$ cat src/rtl/mux41_pkg.sv
// Shared types, sizes and the rotating-scan helper for the 4-way round-robin scheduler.
// The scan starts one past the last owner so the owner is considered last.
package mux41_pkg;

   localparam int SEL_W = 2;
   localparam int NREQ  = 4;
   localparam int CNT_W = 4;

   typedef enum logic {
      IDLE = 1'b0,
      BUSY = 1'b1
   } state_t;

   // First requester found scanning last+1, last+2, last+3, last (mod 4).
   function automatic logic [SEL_W-1:0] rr_pick(input logic [NREQ-1:0]  req,
                                                input logic [SEL_W-1:0] last);
      logic [SEL_W-1:0] idx;
      logic [SEL_W-1:0] win;
      logic             found;
      win   = last;
      found = 1'b0;
      for (int off = 1; off <= NREQ; off++) begin
         idx = last + SEL_W'(off);
         if (!found && req[idx]) begin
            win   = idx;
            found = 1'b1;
         end
      end
      return win;
   endfunction

endpackage

$ cat src/rtl/rr_pick4.sv
// Combinational rotating priority encoder: the current owner keeps the slot when
// keep is set, otherwise the next requester after last wins.
module rr_pick4
   import mux41_pkg::*;
(
   input  logic [NREQ-1:0]  req,
   input  logic [SEL_W-1:0] last,
   input  logic             keep,
   output logic [SEL_W-1:0] winner,
   output logic             any
);

   always_comb begin
      winner = rr_pick(req, last);
      if (keep) begin
         winner = last;
      end
   end

   assign any = |req;

endmodule

$ cat src/rtl/mux41_rr_sched.sv
// Round-robin scheduler sharing one 4:1 WIDTH-bit select path between four requesters,
// with a registered output beat under valid/ready and a per-owner beat quantum.
//
// Handshake: out holds a beat while out_valid=1; the beat is taken on a rising edge
// where out_valid && out_ready. A new beat may load on that same edge (slot_free),
// and gnt[i] is the only acceptance indication a requester receives.
module mux41_rr_sched
   import mux41_pkg::*;
#(
   parameter int WIDTH   = 4,
   parameter int QUANTUM = 4
) (
   input  logic             clk,
   input  logic             rst,
   input  logic [3:0]       req,
   input  logic [WIDTH-1:0] in1,
   input  logic [WIDTH-1:0] in2,
   input  logic [WIDTH-1:0] in3,
   input  logic [WIDTH-1:0] in4,
   output logic [3:0]       gnt,
   output logic [1:0]       select,
   output logic [WIDTH-1:0] out,
   output logic             out_valid,
   input  logic             out_ready,
   output state_t           state_dbg,
   output logic [CNT_W-1:0] cnt_dbg
);

   state_t             state_q;
   state_t             state_d;
   logic [CNT_W-1:0]   cnt_q;
   logic               slot_free;
   logic               keep;
   logic               any;
   logic               accept;
   logic [SEL_W-1:0]   winner;
   logic [WIDTH-1:0]   win_data;

   assign slot_free = !out_valid || out_ready;
   assign keep      = (state_q == BUSY) && req[select] && (cnt_q < CNT_W'(QUANTUM));
   assign accept    = !rst && slot_free && any;

   rr_pick4 u_pick (
      .req    (req),
      .last   (select),
      .keep   (keep),
      .winner (winner),
      .any    (any)
   );

   always_comb begin
      case (winner)
         2'd0:    win_data = in1;
         2'd1:    win_data = in2;
         2'd2:    win_data = in3;
         default: win_data = in4;
      endcase
   end

   always_ff @(posedge clk) begin
      if (rst) begin
         state_q <= IDLE;
      end else begin
         state_q <= state_d;
      end
   end

   // A stall leaves the state untouched; an empty free slot drops back to IDLE.
   always_comb begin
      state_d = state_q;
      if (accept) begin
         state_d = BUSY;
      end else if (slot_free) begin
         state_d = IDLE;
      end
   end

   always_comb begin
      gnt = 4'b0000;
      if (accept) begin
         gnt[winner] = 1'b1;
      end
   end

   // A lone owner re-granted after quantum expiry is a fresh winner, so cnt restarts at 1.
   always_ff @(posedge clk) begin
      if (rst) begin
         out       <= '0;
         out_valid <= 1'b0;
         select    <= 2'b11;
         cnt_q     <= '0;
      end else if (accept) begin
         out       <= win_data;
         out_valid <= 1'b1;
         select    <= winner;
         cnt_q     <= keep ? cnt_q + 1'b1 : CNT_W'(1);
      end else if (slot_free) begin
         out_valid <= 1'b0;
         cnt_q     <= '0;
      end
   end

   assign state_dbg = state_q;
   assign cnt_dbg   = cnt_q;

endmodule

$ cat config.mk
export PLATFORM = sky130hd
export DESIGN_NAME = mux41_rr_sched
export DESIGN_NICKNAME = d
export VERILOG_FILES = /design/src/rtl/mux41_pkg.sv /design/src/rtl/rr_pick4.sv /design/src/rtl/mux41_rr_sched.sv
export SDC_FILE = /design/constraint.sdc
export NUM_CORES = 1
export LEC_CHECK = 0
export BUFFER_PORTS_ARGS = -buffer_cell sky130_fd_sc_hd__buf_2
export CORE_MARGIN = 3
export CORE_UTILIZATION = 44
export CTS_BUF_LIST = sky130_fd_sc_hd__clkbuf_4 sky130_fd_sc_hd__clkbuf_8
export CTS_CLUSTER_DIAMETER = 40
export DETAILED_ROUTE_END_ITERATION = 10
export PLACE_DENSITY = 0.74
export SYNTH_ARGS = -nofsm -noshare
export SYNTH_HDL_FRONTEND = slang
export SYNTH_SLANG_ARGS = --single-unit
$ cat constraint.sdc
create_clock -name clk -period 3.1 [get_ports clk]
set_input_delay 0.155 -clock clk [delete_from_list [all_inputs] [get_ports clk]]
set_output_delay 0.155 -clock clk [all_outputs]
set_load 0.02 [all_outputs]
Yosys cells after proc, flatten, opt, wreduce, memory -nomap -nowiden
Cells that the tools add are included.
{"block": "totals", "reg_bits": 11, "word_cells": 59}
{"block": "classes", "addsub": 4, "n_lt_le_gt_ge": 7, "n_eq_ne": 2, "n_mux": 25, "reduce_logical": 17}
{"operator": "$mux W4", "n": 4}
{"operator": "$lt A2 B3 Y1 const B", "n": 5}
{"operator": "$pmux W4 S3", "n": 1}
{"operator": "$mux W1", "n": 10}
{"operator": "$mux W2", "n": 5}
{"operator": "$bmux W1 S2", "n": 4}
{"operator": "$logic_and A1 B1 Y1", "n": 8}
{"operator": "$logic_not A1 Y1", "n": 5}
{"operator": "$add A2 B2 Y2 const B", "n": 2}
{"operator": "$add A4 B1 Y4 const B", "n": 1}
{"operator": "$lt A4 B3 Y1 const B", "n": 1}
{"operator": "$reduce_or A4 Y1", "n": 1}
{"operator": "$add A2 B1 Y2 const B", "n": 1}
{"operator": "$demux W1 S2", "n": 1}
{"operator": "$eq A2 B1 Y1 const B", "n": 1}
{"operator": "$eq A2 B2 Y1 const B", "n": 1}
{"operator": "$ge A2 B1 Y1 const B", "n": 1}
{"operator": "$logic_not A2 Y1", "n": 1}
{"operator": "$reduce_bool A2 Y1", "n": 1}
{"operator": "$logic_or A1 B1 Y1", "n": 1}

Depth between registers and ports, before layout
{"block": "depth", "ltp_word": 19, "ltp_mapped": 8, "mapped_depth_nobuf": 6}

Cells and area by module
Synthesis repeated with hierarchy kept, for this count alone.
{"block": "unflattened", "cells_unflattened": 89, "area_unflattened_um2": 778.2}
{"module": "mux41_rr_sched", "instances": 1, "cells_each": 61, "area_per_inst_um2": 593.1}
{"module": "rr_pick4", "instances": 1, "cells_each": 28, "area_per_inst_um2": 185.2}

Least setup slack after synthesis
No wires, ideal clock.
{"block": "synth_timing", "path_type": "register to output", "from": "register select[0]", "to": "output gnt[2]", "arrival_ps": 2133, "path_slack_ps": 812, "stages_incl_launch_ff": 7, "n_path_buf": 0, "cell_sequence": "dfxtp_1 mux4_1 nand2b_2 o211ai_2 xnor2_2 inv_2 nor3_1"}
{"block": "synth_between", "elab_chain_cells": 19, "elab_cells_between_ends": 33, "cone_classes": "add/sub (3); order compare (2); mux (19); reduce/logical (9)"}
{"item": "start: declaration", "line": "mux41_rr_sched.sv:21", "text": "output logic [1:0] select,"}
{"item": "start signal: assignment", "line": "mux41_rr_sched.sv:95", "text": "select <= winner;"}
{"item": "$add A2 B1 Y2", "line": "mux41_pkg.sv:23", "text": "idx = last + SEL_W'(off);"}
{"item": "$bmux W1 S2", "line": "mux41_pkg.sv:24", "text": "if (!found && req[idx]) begin"}
{"item": "$mux W1 (not written as such)", "line": "mux41_pkg.sv:24"}
{"item": "$mux W1", "line": "mux41_pkg.sv:24"}
{"item": "$logic_not A1 Y1", "line": "mux41_pkg.sv:24"}
{"item": "$logic_and A1 B1 Y1", "line": "mux41_pkg.sv:24"}
{"item": "$mux W1", "line": "mux41_pkg.sv:24"}
{"item": "$logic_not A1 Y1", "line": "mux41_pkg.sv:24"}
{"item": "[3 not listed]"}
{"item": "$logic_and A1 B1 Y1", "line": "mux41_pkg.sv:24"}
{"item": "$mux W2", "line": "mux41_pkg.sv:24"}
{"item": "$mux W2 (*)", "line": "rr_pick4.sv:15", "text": "if (keep) begin"}
{"item": "$lt A2 B3 Y1 (not written as such) or $ge A2 B1 Y1 (tied branches)", "line": "mux41_rr_sched.sv:81", "text": "gnt[winner] = 1'b1;"}
{"item": "$logic_and A1 B1 Y1 (not written as such)", "line": "mux41_rr_sched.sv:81"}
{"item": "$mux W1 (not written as such)", "line": "mux41_rr_sched.sv:81"}
{"item": "$demux W1 S2 (*)", "line": "mux41_rr_sched.sv:81"}
{"item": "$mux W4 (*)", "line": "mux41_rr_sched.sv:80", "text": "if (accept) begin"}
{"item": "end: declaration", "line": "mux41_rr_sched.sv:20", "text": "output logic [3:0] gnt,"}
Every way passes the cells marked *; elsewhere a longest branch is shown, timed or not. The select of a mux whose other input is x is not followed.

Worst setup path in the final report
Same ends and word-level chain as after synthesis.

==> results.ini <==
[timing]
worst_pin_slew_ns = 0.731
fin_worst_skew_ns = 0.00473
setup_viol = 0
period_minus_slack_ns = 2.70
timing.fmax_mhz = 370
max_slew_margin_pct = 51.1
rsz0062_at_grt = false
period_share_pct = 87.2
slew_viol_final = 0
hold_violations = 0
setup_tns_ns = 0

[drt]
dr.pass1.iters = 4
vias = 777
totalWireLength_um = 1860
drtIter0Drc = 8
viasPerCell = 5.29
ant_nets = 0
drc = 0
drt-wirelength-per-cell_um = 12.6

[finish]
fillers = 147
nNetsFinal = 148
num_antenna_cells = 0
area_delta_synth_final_pct = 26.1
drive_above_1_share_pct = 44.7
final_area_um2 = 1010

[setup_path]
rr_worst_depth = 6
crit_path_start_kind = flop
crit_path_top_delay_cell = mux4_1
cpPeakStageDelay_ns = 0.63
worst-path-stages = 7
cp.required_ns = 2.94
end_kind = primary output
path_max_fanout = 14
path_cells = mux4_1, nand2b_2, o211ai_2, xnor2_2, inv_2, nor3_1, buf_2
critical_path_buf_inv_count = 2
criticalPathCategory = flop to primary output
cp_top_family = multiplexers
arrival_ns = 2.55

[clock_network]
cts_tree = done
cts_root_buffer = clkbuf_4
htree_levels = 1
clock_path_buffers = 2
cts_sinks = 11
numCtsBuffers = 3
cts_resized = 0
insertion_delay_ns = 0.27
ctsHoldBuffers = 0
post_cts_buffers = 0
clkTransAtPathRegs_ns = 0.07

[place]
placed_cell_area_um2 = 985
gp_congestion = 0.843
port_buffers = 38
dp_hpwl_um = 1430

[global_route]
antenna_found_initial = 0
grt_max_degree = 15
grt_first_pass_wirelength_um = 3150
grt_pass1_vias = 729
grt-ovfl-total = 0
grt_util_all_layers_pct = 16.3

[die]
floorplan.initialDensity_pct = 49.9
rows = 14
fp.dieH_um = 48.8
fp.coreArea_um2 = 1610
dieArea_um2 = 2380
top_level_ports = 39
die_w_um = 48.8

[synthesis]
ys_seq_area_share_pct = 27.4
mappedNetlistArea_um2 = 805
synth.area.top_cells = dfxtp_1, mux2i_1, nand3b_1, o311ai_1, mux4_1
ys_warn_count = 0
synth_top_area_share_pct = 27.4
synth_seq_cells = 11
syn-num-nets = 109
syn-mean-instance-area_um2 = 9.46
synth_cell_type_count = 36
synthCells = 85
yosysTopAreaCell = dfxtp_1

[power]
power.density_nw_per_um2 = 509
leakage_uw = 0.000504
peakVddDrop_mv = 0.356

[hold_path]
min_path_cells = 2
hold_class = primary input to flop

[flow_run]
drv_cap = 0

[outcome]
status = finished, final reports clean

==> path summary, 6_finish.rpt <==
check | from | end | slack, ns
setup / recovery | select[0] | gnt[2] | 0.40
hold / removal | rst | out_valid | 0.17
setup reg to reg | select[0] | out[3] | 0.80
hold reg to reg | cnt_dbg[1] | cnt_dbg[1] | 0.51
==> cell usage after synthesis <==
cell type and n:
or2b_2 1, or3_1 4, clkbuf_8 1, buf_4 2, mux4_1 1, and2_1 1, or2b_1 1, ha_1 1
nor4b_1 1, xnor2_2 1, a31oi_1 2, nand2b_2 1, a22o_1 2, buf_6 1, o211ai_2 2, nor2_1 6
nor3b_1 1, dfxtp_1 11, o2111ai_1 1, o31ai_4 1, inv_1 5, o311ai_1 4, or2_2 2, and2b_1 1
o311a_1 1, a211o_1 1, inv_2 1, nor3_1 4, nand2_1 1, a21oi_1 1, o21ai_0 3, nand3b_1 5
mux2i_1 9, a311oi_1 1, and3_2 2, or3b_2 2
==> layer usage <==
layer,GRT usage (%),share of wire [%],routed length (um),vias to the layer above
met1,20.2,43,800,341
li1,-,-,-,400
met2,28.1,48,900,36
met4,1.42,0,0,0
met3,5.83,8.4,156,0
met5,0,0,0,-
==> flip-flops by register name (all words and copies together) (netlist names) <==
signal     flops
out            4
out_valid      1
cnt_dbg        4
select         2
==> area by class of cell <==
class | instances | area, um^2 | share of cell area (%)
Sequential cell | 11 | 220 | 21.7
Multi-Input combinational cell | 64 | 522 | 51.4
Inverter | 6 | 22.5 | 2.22
Timing Repair Buffer | 38 | 190 | 18.7
Clock buffer | 4 | 30.0 | 2.96
Tap cell | 24 | 30.0 | 2.96
==> kinds of logic after synthesis <==
| family | share of synthesized area [%] |
|---|---|
| muxes | 14.5 |
| buffers and inverters | 7.77 |
| AOI/OAI and AO/OA | 20.8 |
| DFF | 27.4 |
| adders and majority gates | 1.55 |
| and+or+nand+nor | 26.0 |
| xor gates and xnor gates | 2.02 |
==> per-stage QoR <==
stage                     power (uW)  hold slack (ns)  util [%]  cells  setup WS [ns]
after global placement           412            0.437      61.1    143          0.814
after CTS                        524            0.157      63.0    147          0.401
after floorplan                  358            0.224         -     85          0.812
after detailed placement         415            0.444      61.1    143          0.719
after global routing             555            0.170      63.0    147          0.149
final                            517            0.173      63.0    147          0.397
==> cell usage in the layout (no fill, tap or decap), types with 2 or more instances in the layout <==
master    instances
o21ai_0           3
o211ai_2          2
inv_1             5
a22o_1            2
nor2_1            6
nor3_1            4
or2_2             2
a31oi_1           2
clkbuf_4          4
o311ai_1          4
or3b_2            2
dfxtp_1          11
and3_2            2
or3_1             4
buf_2            38
nand3b_1          5
mux2i_1           9
==> report_power, final <==
| group | internal (uW) | total, uW | leakage, uW | switching [uW] |
|---|---|---|---|---|
| clock | 58.5 | 105 | 0.0000184 | 46.3 |
| combinational | 97.8 | 227 | 0.000395 | 129 |
| sequential | 162 | 185 | 0.0000909 | 22.1 |
No activity file was read; power rests on OpenSTA's default activity.
